==> src/rtl/serial_sub16.sv <==
// serial_sub16: digit-serial 16-bit subtractor, c = a - b, LSB digit first.
// DIGIT_W bits are processed per cycle over N_STEPS = 16/DIGIT_W RUN cycles.
// It presents the same five status flags as the combinational 16-bit adder.
// Optional build macro SERIAL_SUB16_ADD_MODE_EN adds an 'op' input.
// With op=1 the block computes a + b instead of a - b.
module serial_sub16 #(
    parameter int DIGIT_W = 1
) (
    input  logic        clk,
    input  logic        rst,
    input  logic        start,
    input  logic [15:0] a,
    input  logic [15:0] b,
`ifdef SERIAL_SUB16_ADD_MODE_EN
    input  logic        op,
`endif
    output logic        busy,
    output logic        done,
    output logic [15:0] c,
    output logic        sign,
    output logic        zero,
    output logic        carry,
    output logic        parity,
    output logic        overflow
);

    localparam int N_STEPS = 16 / DIGIT_W;
    localparam logic [3:0] LAST_STEP = 4'(N_STEPS - 1);

    localparam logic [1:0] S_IDLE = 2'd0;
    localparam logic [1:0] S_RUN  = 2'd1;
    localparam logic [1:0] S_DONE = 2'd2;

    // Reject digit widths that do not divide 16 into a power-of-two step count
    generate
        if (!(DIGIT_W == 1 || DIGIT_W == 2 || DIGIT_W == 4 ||
              DIGIT_W == 8 || DIGIT_W == 16)) begin : g_bad_digit_w
            $error("serial_sub16: DIGIT_W must be 1, 2, 4, 8 or 16");
        end
    endgenerate

    logic [1:0]         state;
    logic [3:0]         step;
    logic [15:0]        a_sh;
    logic [15:0]        b_sh;
    logic [15:0]        r_sh;
    logic               borrow;
    logic               a_msb;
    logic               b_msb;
    logic               is_add;
    logic               accept;
    logic [DIGIT_W-1:0] a_sl;
    logic [DIGIT_W-1:0] b_eff;
    logic               cin;
    logic [DIGIT_W:0]   sum;
    logic               borrow_nxt;
    logic [15:0]        r_nxt;
    logic               ovf_nxt;

`ifdef SERIAL_SUB16_ADD_MODE_EN
    logic op_q;
    assign is_add = op_q;
`else
    assign is_add = 1'b0;
`endif

    assign busy   = (state == S_RUN);
    assign done   = (state == S_DONE);
    assign accept = start && (state == S_IDLE || state == S_DONE);

    // One digit slice: subtraction is a + ~b + ~borrow; in add mode the
    // borrow register holds the running carry instead
    always_comb begin
        a_sl       = a_sh[DIGIT_W-1:0];
        b_eff      = is_add ? b_sh[DIGIT_W-1:0] : ~b_sh[DIGIT_W-1:0];
        cin        = is_add ? borrow : ~borrow;
        sum        = {1'b0, a_sl} + {1'b0, b_eff} + {{DIGIT_W{1'b0}}, cin};
        borrow_nxt = is_add ? sum[DIGIT_W] : ~sum[DIGIT_W];
        r_nxt      = (r_sh >> DIGIT_W) | (16'(sum[DIGIT_W-1:0]) << (16 - DIGIT_W));
        if (is_add) begin
            ovf_nxt = (a_msb == b_msb) && (r_nxt[15] != a_msb);
        end else begin
            ovf_nxt = (a_msb != b_msb) && (r_nxt[15] != a_msb);
        end
    end

    // Control: IDLE -> RUN on accept, RUN counts N_STEPS digits, DONE lasts one cycle
    always_ff @(posedge clk) begin
        if (rst) begin
            state <= S_IDLE;
            step  <= 4'd0;
        end else begin
            case (state)
                S_IDLE, S_DONE: begin
                    step  <= 4'd0;
                    state <= accept ? S_RUN : S_IDLE;
                end
                S_RUN: begin
                    if (step == LAST_STEP) begin
                        step  <= 4'd0;
                        state <= S_DONE;
                    end else begin
                        step <= step + 4'd1;
                    end
                end
                default: begin
                    step  <= 4'd0;
                    state <= S_IDLE;
                end
            endcase
        end
    end

    // Datapath: latch operands on accept, shift digits through RUN, and
    // publish result and flags only on the edge that enters DONE
    always_ff @(posedge clk) begin
        if (rst) begin
            a_sh     <= 16'h0000;
            b_sh     <= 16'h0000;
            r_sh     <= 16'h0000;
            borrow   <= 1'b0;
            a_msb    <= 1'b0;
            b_msb    <= 1'b0;
`ifdef SERIAL_SUB16_ADD_MODE_EN
            op_q     <= 1'b0;
`endif
            c        <= 16'h0000;
            sign     <= 1'b0;
            zero     <= 1'b0;
            carry    <= 1'b0;
            parity   <= 1'b0;
            overflow <= 1'b0;
        end else if (accept) begin
            a_sh   <= a;
            b_sh   <= b;
            r_sh   <= 16'h0000;
            borrow <= 1'b0;
            a_msb  <= a[15];
            b_msb  <= b[15];
`ifdef SERIAL_SUB16_ADD_MODE_EN
            op_q   <= op;
`endif
        end else if (state == S_RUN) begin
            a_sh   <= a_sh >> DIGIT_W;
            b_sh   <= b_sh >> DIGIT_W;
            r_sh   <= r_nxt;
            borrow <= borrow_nxt;
            if (step == LAST_STEP) begin
                c        <= r_nxt;
                sign     <= r_nxt[15];
                zero     <= (r_nxt == 16'h0000);
                carry    <= borrow_nxt;
                parity   <= ~(^r_nxt);
                overflow <= ovf_nxt;
            end
        end
    end

endmodule
==> config.mk <==
export PLATFORM = sky130hd
export DESIGN_NAME = serial_sub16
export DESIGN_NICKNAME = d
export VERILOG_FILES = /design/src/rtl/serial_sub16.sv
export SDC_FILE = /design/constraint.sdc
export NUM_CORES = 1
export LEC_CHECK = 0
export CAP_MARGIN = 15
export CELL_PAD_IN_SITES_DETAIL_PLACEMENT = 2
export CELL_PAD_IN_SITES_GLOBAL_PLACEMENT = 2
export CORE_UTILIZATION = 27
export DETAILED_ROUTE_END_ITERATION = 10
export GPL_TIMING_DRIVEN = 0
export HOLD_SLACK_MARGIN = 0.12
export PLACE_DENSITY = 0.86
export REMOVE_ABC_BUFFERS = 1
export SETUP_SLACK_MARGIN = 0.02
export SLEW_MARGIN = 20
export SYNTH_ARGS = -nofsm -noshare
export SYNTH_HDL_FRONTEND = slang
export SYNTH_SLANG_ARGS = --single-unit
==> constraint.sdc <==
create_clock -name clk -period 2.23 [get_ports clk]
set_input_delay 0.223 -clock clk [delete_from_list [all_inputs] [get_ports clk]]
set_output_delay 0.223 -clock clk [all_outputs]
set_load 0.005 [all_outputs]
Word level (Yosys, flattened, before mapping)
Cells that the tools add are included.

Add/sub/neg operators: 3. Equal/unequal tests: 6. Muxes and demuxes: 7. Bitwise operators: 7. Reductions and logical operators: 11.

Operators by type and width (number): $mux W16 (4); $logic_not A16 Y1 (1); $or A15 B16 Y16 (1); $reduce_xor A16 Y1 (1); $not A1 Y1 (6); $add A4 B1 Y4 const B (1); $eq A4 B4 Y1 const B (1); $pmux W2 S2 (1); $reduce_or A2 Y1 (2); $reduce_and A3 Y1 (1); $reduce_or A3 Y1 (1); $add A1 B1 Y2 (1); $add A2 B1 Y2 (1); $eq A2 B1 Y1 const B (1); $eq A2 B2 Y1 const B (1); $logic_and A1 B1 Y1 (2); $logic_not A2 Y1 (1); $mux W2 (1); $ne A1 B1 Y1 (2); $ne A2 B1 Y1 const B (1); $reduce_bool A2 Y1 (1); $logic_or A1 B1 Y1 (1); $mux W1 (1).

Register bits: 78. Input port bits: 35. Output and inout port bits: 23.

Longest topological paths before layout
Word-level depth: 6. Gate-level depth with buffers: 6. Gate-level depth less buffers: 6.

Least setup slack after synthesis
No wires, ideal clock.

Path type: reg-to-reg. Start: reg a_sh[0]. End: reg parity. Setup time: 0.062 ns. Arrival: 2.061 ns. Data required time: 2.168 ns. Path slack: 0.108 ns. Cell stages (with the launch flop): 7. Buffers on the path: 0. Clock period less this slack: 2.122 ns. Path through: dfxtp_1 > inv_1 > fa_1 > xor2_1 > xnor3_1 > or4_1 > nand3_1.

Word-level cells in the longest chain between the ends: 5.

RTL lines: start, declared (line 44) `logic [15:0] a_sh;`; start signal, assigned (line 144) `a_sh <= a_sh >> DIGIT_W;`; $add A1 B1 Y2 (line 77) `sum = {1'b0, a_sl} + {1'b0, b_eff} + {{DIGIT_W{1'b0}}, cin};`; $add A2 B1 Y2 (line 77); $or A15 B16 Y16 (line 79) `r_nxt = (r_sh >> DIGIT_W) | (16'(sum[DIGIT_W-1:0]) << (16 - DIGIT_W));`; $reduce_xor A16 Y1 (line 153) `parity <= ~(^r_nxt);`; $not A1 Y1 (line 153); end signal, assigned (line 153); end, declared (line 23) `output logic parity,`.

No other way between the ends. A chain may end at the register's enable or synchronous reset.

Final worst setup path
Start: reg r_sh[3]. End: reg parity.

Word-level cells in the longest chain between the ends: 3.

RTL lines: start, declared (line 46) `logic [15:0] r_sh;`; start signal, assigned (line 146) `r_sh <= r_nxt;`; $or A15 B16 Y16 (line 79); $reduce_xor A16 Y1 (line 153); $not A1 Y1 (line 153).

No other way between the ends.

==> results.yml <==
global_route:
  grt_pass1_vias: 3099
  antenna_found_initial: 0
  gr-usage-all-layers_pct: 16.8
  grt_max_degree: 39
  grt_overflow: 0
  grt_pass1_wl_um: 15100
setup_path:
  critPathKind: "register to register"
  cp.arrival_ps: 2320
  regToRegStartpoint: "r_sh[3]"
  worst_ep_required_time_ps: 2500
  r2r_slack_ps: 180
  startpoint_type: "register"
  crit_path_end_kind: "register"
  reg2reg_depth: 6
  worstReg2RegEnd: "parity"
  critical_path_peak_fanout: 4
final_layout:
  multiInputGateArea_sq_um: 1370
  seqCellArea_sq_um: 1520
  final_nets: 468
  diodes: 0
  drive_gt1_share_pct: 6.29
  area_growth_syn_to_layout_pct: 32.5
  fillers: 1237
timing:
  relSlewSlack_pct: 43.3
  finalHoldViolCount: 0
  setup_tns_ps: 0
  finalWorstPathRequiredPeriod_ps: 2050
  setup_viol: 0
  fin_skew_ps: 7.45
  final_max_slew_viol_count: 0
  min_period_over_period_pct: 91.7
  timing.hold.ws_ps: 342
  fmax_mhz: 489
  rsz0062_at_grt: "false"
  worst_slew_pin_slew_ps: 850
pwr:
  peakVddDrop_uv: 303
  p_per_area_nw_per_um2: 821
  leakage_nw: 1.40
route:
  via_per_inst: 4.85
  dr.pass1.iters: 4
  vias: 2761
  routed_wl_um: 9030
  dr.first_iter.drc_count: 67
  antenna_left: 0
  drc_errors: 0
  wl_per_cell_um: 15.9
clocking:
  path_clk_slew_ps: 60
  cts_tree: "yes"
  holdBufCountCts: 0
  root_buffer: "clkbuf_16"
  cts_made_buffers: 9
  cts_buffer_depth: 2
  cts_sinks: 76
  clk_latency_ps: 340
  htree_levels: 3
worst_hold_path:
  min_from: "rst"
  worstHoldPathCells: 2
  holdPathEnd: "c[13]"
  holdCritPathClass: "input port to register"
synthesis:
  syn_inst: 380
  synthTopCellsByArea: "dfxtp_1 (49%), nand2_1 (12%), a21oi_1 (6.7%)"
  netlist.area_leader.share_pct: 49.4
  synth.ff_latch_count: 76
  synth_seq_area_share_pct: 49.4
  synth_area_sq_um: 3080
  avgSynthCellArea_sq_um: 8.10
  yosysTopAreaCell: "dfxtp_1"
  synth-warning-count: 0
  ys_types: 32
die:
  fp-row-count: 38
  core_area_sq_um: 11000
  num_io_pins: 58
  die_h_um: 109
  die-area_sq_um: 11800
  die_w_um: 109
  initial_utilization_pct: 28.0
run_status:
  status: "finished clean"
placed_design:
  port-buffer-count: 57
  dp_hpwl_um: 6000
  gp_congestion: 0.709
flow_run:
  cap_viol_max_count: 0
==> layout by cell type (no fill, tap or decap), drive strengths merged <==
cell and instances:
nand2b 3, a22oi 5, nor2 37, nand3b 1, nand4b 1, fa 1, nand2 100, or4 1
a211oi 3, nor4 1, o21ai 1, a21oi 41, nor3 16, xnor2 5, clkinvlp 5, or2 1
clkbuf 9, buf 5, nand4 1, xor2 2, and3 1, xnor3 1, a311oi 10, clkdlybuf4s50 56
o22ai 15, inv 17, nand3 3, bufinv 1, ha 8, dfxtp 76, nor2b 2
==> sequential cells by signal (all words and copies together) (netlist names) <==
register and cells:
r_sh 15, parity 1, a_msb 1, b_msb 1
b_sh 16, zero 1, borrow 1, c 16
a_sh 16, carry 1, overflow 1, state 2
step 4
==> repair_timing <==
action | in CTS | in global routing
endpoints found under the setup margin | 2 | 0
setup buffers | 1 | 0
gates resized for setup | 5 | 0
==> cells by family after synthesis <==
group | after synthesis | synth area share [%]
AOI/OAI and AO/OA | 75 | 14.7
and+or+nand+nor | 168 | 22.6
DFF | 76 | 49.4
adders and majority gates | 9 | 3.90
xor gates and xnor gates | 8 | 2.72
buffers and inverters | 44 | 6.71
==> worst max-delay path: stages, from the launching register on <==
cell     delay (ps)
dfxtp_1         400
inv_1            70
ha_1            310
xnor2_1         210
xnor3_1         450
or4_1           470
nand3_1          70
==> report_power, final <==
part	internal (W)	total, W	leakage [nW]	switching, W
sequential	0.00143	0.00147	0.620	0.0000452
combinational	0.000169	0.000388	0.654	0.000218
clock	0.000870	0.00149	0.130	0.000616
==> how the worst max path moves through the flow <==
stage              from       to  slack [ps]  depth (start not counted)
6_report        r_sh[3]   parity         180                          6
5_1_grt        state[0]     busy          70                          3
4_1_cts        state[0]     busy         160                          3
3_5_place_dp    a_sh[0]   parity        -130                          6
3_3_place_gp   state[1]  a_sh[8]       -1080                          5
2_1_floorplan  state[1]   parity        -100                          4
==> metal layers <==
metal	global-route usage [%]	vias to the layer above	part of all wire, %
li1	-	1352	-
met1	17.8	1342	40
met2	31.5	56	53
met3	5.56	11	4.9
met4	4.63	0	1.4
met5	0	-	0
==> stage by stage <==
step           power [W]  setup WS [ps]  instances  util [%]  cell area, sq um
2_1_floorplan    0.00169           -102        352         -              2930
3_3_place_gp     0.00184          -1080        549      33.5              3680
3_5_place_dp     0.00189           -125        552      34.2              3750
4_1_cts          0.00340            164        569      37.1              4080
5_1_grt          0.00350           67.8        569      37.1              4080
6_report         0.00335            185        569      37.1              4080
==> Yosys cell counts <==
library cell and n:
nand2_1 100, dfxtp_1 76, a21oi_1 41, nor2_1 37
clkbuf_1 20, nor3_1 16, inv_1 15, o22ai_1 15
a311oi_1 10, ha_1 8, a22oi_1 5, buf_6 5
xnor2_1 5, a211oi_1 3, nand2b_1 3, buf_1 2
nand3_1 2, nor2b_1 2, xor2_1 2, and3_1 1
buf_4 1, fa_1 1, inv_2 1, nand3_2 1
nand3b_1 1, nand4_1 1, nand4b_1 1, nor4_1 1
o21ai_1 1, or2_0 1, or4_1 1, xnor3_1 1
==> area by class of cell <==
cell class	instances	area share (%)
Inverter	16	1.66
Sequential cell	76	37.3
Timing Repair Buffer	61	15.9
Clock inverter	7	1.87
Multi-Input combinational cell	260	33.5
Clock buffer	9	5.52
Tap cell	140	4.29
Note: power is estimated with default switching activity, not from simulation.
